===== src/rtl/sqrt_pkg.sv =====
// Shared constants for the square-root sequencer: state width and the fixed state codes.
package sqrt_pkg;

  localparam int ST_W = 4;

  localparam logic [ST_W-1:0] ST_IDLE  = 4'd0;
  localparam logic [ST_W-1:0] ST_FIRST = 4'd1;
  localparam logic [ST_W-1:0] ST_LAST  = 4'd7;
  localparam logic [ST_W-1:0] ST_DONE  = 4'd8;

  typedef enum logic [1:0] {
    PH_IDLE    = 2'd0,
    PH_COMPUTE = 2'd1,
    PH_DONE    = 2'd2,
    PH_ILLEGAL = 2'd3
  } phase_t;

  function automatic phase_t phase_of(input logic [ST_W-1:0] q);
    if (q == ST_IDLE)                       return PH_IDLE;
    else if (q >= ST_FIRST && q <= ST_LAST) return PH_COMPUTE;
    else if (q == ST_DONE)                  return PH_DONE;
    else                                    return PH_ILLEGAL;
  endfunction

endpackage


===== src/rtl/sqrt_seq_fsm.sv =====
// State sequencer for the square-root datapath: steps Q through 0..8 with start/ack handshake.
// Optional single-step control of the compute phase is enabled with SQRT_SEQ_STEP_EN.
module sqrt_seq_fsm
  import sqrt_pkg::*;
(
  input  logic            clk,
  input  logic            rst_n,
  input  logic            start,
  input  logic            ack,
  input  logic            abort,
`ifdef SQRT_SEQ_STEP_EN
  input  logic            step_mode,
  input  logic            step,
`endif
  output logic [ST_W-1:0] Q,
  output logic            ready,
  output logic            busy,
  output logic            err
);

  logic   advance;
  phase_t phase;

`ifdef SQRT_SEQ_STEP_EN
  assign advance = !step_mode || step;
`else
  assign advance = 1'b1;
`endif

  assign phase = phase_of(Q);

  // Abort outranks illegal-code recovery, so an abort from an illegal code leaves err untouched.
  always_ff @(posedge clk) begin
    if (!rst_n) begin
      Q   <= ST_IDLE;
      err <= 1'b0;
    end else if (abort) begin
      Q <= ST_IDLE;
    end else begin
      unique case (phase)
        PH_IDLE: begin
          if (start) Q <= ST_FIRST;
        end
        PH_COMPUTE: begin
          if (advance) Q <= Q + 4'd1;
        end
        PH_DONE: begin
          if (ack) Q <= ST_IDLE;
        end
        PH_ILLEGAL: begin
          Q   <= ST_IDLE;
          err <= 1'b1;
        end
      endcase
    end
  end

  assign ready = (phase == PH_IDLE);
  assign busy  = (phase == PH_COMPUTE);

endmodule


===== config.mk =====
export PLATFORM = sky130hd
export DESIGN_NAME = sqrt_seq_fsm
export DESIGN_NICKNAME = d
export VERILOG_FILES = /design/src/rtl/sqrt_pkg.sv /design/src/rtl/sqrt_seq_fsm.sv
export SDC_FILE = /design/constraint.sdc
export NUM_CORES = 1
export LEC_CHECK = 0
export BUFFER_PORTS_ARGS = -buffer_cell sky130_fd_sc_hd__buf_2
export CAP_MARGIN = 0
export CORE_MARGIN = 5
export CORE_UTILIZATION = 25
export CTS_BUF_LIST = sky130_fd_sc_hd__clkbuf_8 sky130_fd_sc_hd__clkbuf_16
export DETAILED_ROUTE_END_ITERATION = 8
export GPL_TIMING_DRIVEN = 0
export PLACE_DENSITY_LB_ADDON = 0.15
export SYNTH_ARGS = -nofsm -noshare
export SYNTH_HDL_FRONTEND = slang
export SYNTH_SLANG_ARGS = --single-unit

===== constraint.sdc =====
create_clock -name clk -period 1.75 [get_ports clk]
set_input_delay 0.175 -clock clk [delete_from_list [all_inputs] [get_ports clk]]
set_output_delay 0.175 -clock clk [all_outputs]
set_load 0.02 [all_outputs]

==> parameters.txt <==
Parameter                              Value

Run status
  Status    completed

Clock tree
  Clock root cell    clkbuf_8
  Max Root-Sink Buffers    2
  Clock latency on the worst-skew pair    roughly 0.21 ns
  Clock Pin Slew Worst Setup and Hold Paths    around 0.030 ns
  Hold buffer count at cts    0
  H-tree levels    1
  Number of buffers inserted during clock tree synthesis    3
  Clock tree from TritonCTS    done
  Sinks on the clock net    5

Synth
  Count of state elements after synthesis    5
  Post-Syn Area    approximately 380 um^2
  Ys flop type    dfxtp_1
  Commonest cells in the netlist    dfxtp_1, ha_1, nand2b_1
  Area share of the largest cell type after synthesis    about a quarter
  Number of unique standard cell types used by synthesis    23
  Main area contributors after synthesis    dfxtp_1, ha_1, nor4b_4, nand3b_4, nand2b_1
  Dominant cell type by area after synthesis    dfxtp_1
  Seq/Total Area, Yosys    26.4%
  EDFF count, synth    0
  Top-count cell post-synth    dfxtp_1
  Count of synthesis-stage warnings from yosys    0
  Count of mapped cells out of synthesis    35
  Average size of a mapped cell    about 11 um^2
  Share of synthesized registers carrying an async set or reset    0%
  Syn Nets    between 40 and 50

Global route
  GR Layer Usage met3    between 7 and 8%
  Maximum number of pins on one net before global-route repair    9
  GR Util met1    between 6 and 7%
  Global-route congestion overflow total    0
  Most crowded layer after global routing    met2
  Met2 capacity usage during global routing    between 10 and 15%
  Global-route wire length before repair    around 1300 um
  Number of antenna violations at the first check in global routing    0
  Vias in the first global route    approximately 330
  Overall global routing resource usage    7.25%

Setup path
  Critical register-to-register path endpoint    Q[2]
  Type of destination of the critical path    output port
  Worst reg2reg path startpoint    Q[0]
  CP startpoint kind    register
  Crit path DAT    around 1.4 ns
  Largest fanout on the critical path    4
  Series of cell instances along the critical path    inv_1 > ha_1 > nand2b_1 > a21oi_4 > inv_2 > buf_2
  Number of buffer and inverter instances along the worst setup path    3
  Family with the most delay on the worst path    flip-flops
  Maximum cell stage delay along the critical path    0.34 ns
  Start-to-end type of the worst setup path    register to output port
  Critical path's slowest cell    dfxtp_2
  Flop-to-flop setup slack    0.25 ns
  Data required time at the worst endpoint    1.57 ns
  Reg2reg path depth    6

Power
  VDD IR-drop max    around 0.39 mV
  Pwr Density    between 700 and 800 nW/um^2
  Leakage power    about 0.24 nW
  Overall Power    369 uW

Floorplan
  Initial Utilization    about a quarter
  Top Ports    12
  Site Rows    14
  Total die area    between 2000 and 2500 um^2
  Die outline width    about 49 um
  Floorplan Core Area    between 1000 and 1500 um^2
  Y dimension of the die    between 40 and 50 um

Timing
  Top achievable clock speed    a little over 600 MHz
  Tightest hold margin    0.206 ns
  Hold violation total from the final report    0
  Unrepaired setup endpoints after global routing    no
  Slew of the pin with the lowest slew margin    0.305 ns
  Share of the clock period used by the worst path    92.0%
  Worst Clk Skew    ~0.00012 ns
  Sum of negative setup slack    0 ns
  Max-slew headroom    approximately 80%
  Number of setup violations in the final report    0
  Pins over their slew limit    0
  Minimum clock period    between 1.5 and 2 ns

Place
  DP HPWL    between 600 and 700 um
  Cell area after placement    454 um^2
  Final GP Congestion    0.708
  Port bufs    11

Layout
  Layout-stage area growth over the synthesis result    38.0%
  Final standard cell area without fillers    about 520 um^2
  NumNets Final    63
  Share of layout cells above drive strength 1    52.8%
  Antenna cells    0
  Post-layout utilization of the core    a little over a third

Drt
  Number of iterations in the first detailed-routing pass    1
  First DRT Iteration DRCs    0
  Routed via count    roughly 310
  Antenna-violating nets left    0
  Total length of routed wires    between 700 and 800 um
  Post-detailed-route wirelength per cell    approximately 11 um
  DRC violations left    0
  Via count normalized by instance count    4.55

Worst hold path
  Capture endpoint of the worst hold path    err
  Hold Crit Start    rst_n
  Hold depth    2
  Class of the most critical hold timing path    primary input to register

Job
  Max-capacitance violation count    0
cell families (layout without fill, tap and decap cells):
| group | Yosys count | after routing | synth area share [%] |
|---|---|---|---|
| flops | 5 | 5 | 26.4 |
| fa+ha+maj | 4 | 4 | 13.2 |
| simple gates | 14 | 14 | 30.7 |
| compound gates | 7 | 7 | 22.1 |
| xor+xnor | 2 | 2 | 4.62 |
| buf+inv | 3 | 21 | 2.97 |
state kept, by name, summed over array words and instances (netlist names):
register,flops
Q,4
err,1
repair_timing:
item / in CTS / in global routing
setup endpoints to repair: 0 / 1
resized for setup: 0 / 1
setup buffers: 0 / 3
power by group:
part	internal, mW	switching [mW]
Sequential	0.117	0.00322
Combinational	0.0222	0.0276
Clock	0.150	0.0492
Total	0.289	0.0801
worst register-to-register path, stage by stage, from the launching register on:
cell and delay, ns:
dfxtp_1 0.46, inv_1 0.10, ha_1 0.25, nor2_2 0.13, a21oi_4 0.09, buf_4 0.15
nor4b_4 0.24
per-layer routing:
layer | wire length, um | vias to the layer above
met3 | 93 | 0
met5 | 0 | -
li1 | - | 159
met2 | 342 | 10
met4 | 0 | 0
met1 | 332 | 145
worst max-delay path by stage:
stage               startpoint   end  cells past startpoint
floorplan                 Q[1]  busy                      5
global placement          Q[1]  busy                      6
detailed placement        Q[1]  busy                      6
CTS                       Q[1]  busy                      6
global route              Q[0]  busy                      6
finish                    Q[1]  busy                      6
per-stage QoR:
stage               instances  worst slack, ns
floorplan                  35            0.286
global route               69           0.0482
global placement           62            0.242
finish                     69            0.140
detailed placement         62            0.247
CTS                        66           0.0126
cells in the final DEF, fill, tap and decap left out, types with 2 or more instances in the layout:
cell type   n
buf_2      11
nand2_1     2
ha_1        4
dfxtp_1     4
inv_1       3
buf_4       3
nor2b_2     2
nand2b_1    3
clkbuf_8    3
area by class of cell:
type	instances	area [um^2]
Fill cell	172	948
Multi-Input combinational cell	27	268
Sequential cell	5	101
Timing Repair Buffer	14	77.6
Clock buffer	3	41.3
Tap cell	16	20.0
Inverter	3	11.3
Clock inverter	1	3.75
Note: power is estimated with default switching activity, not from simulation.
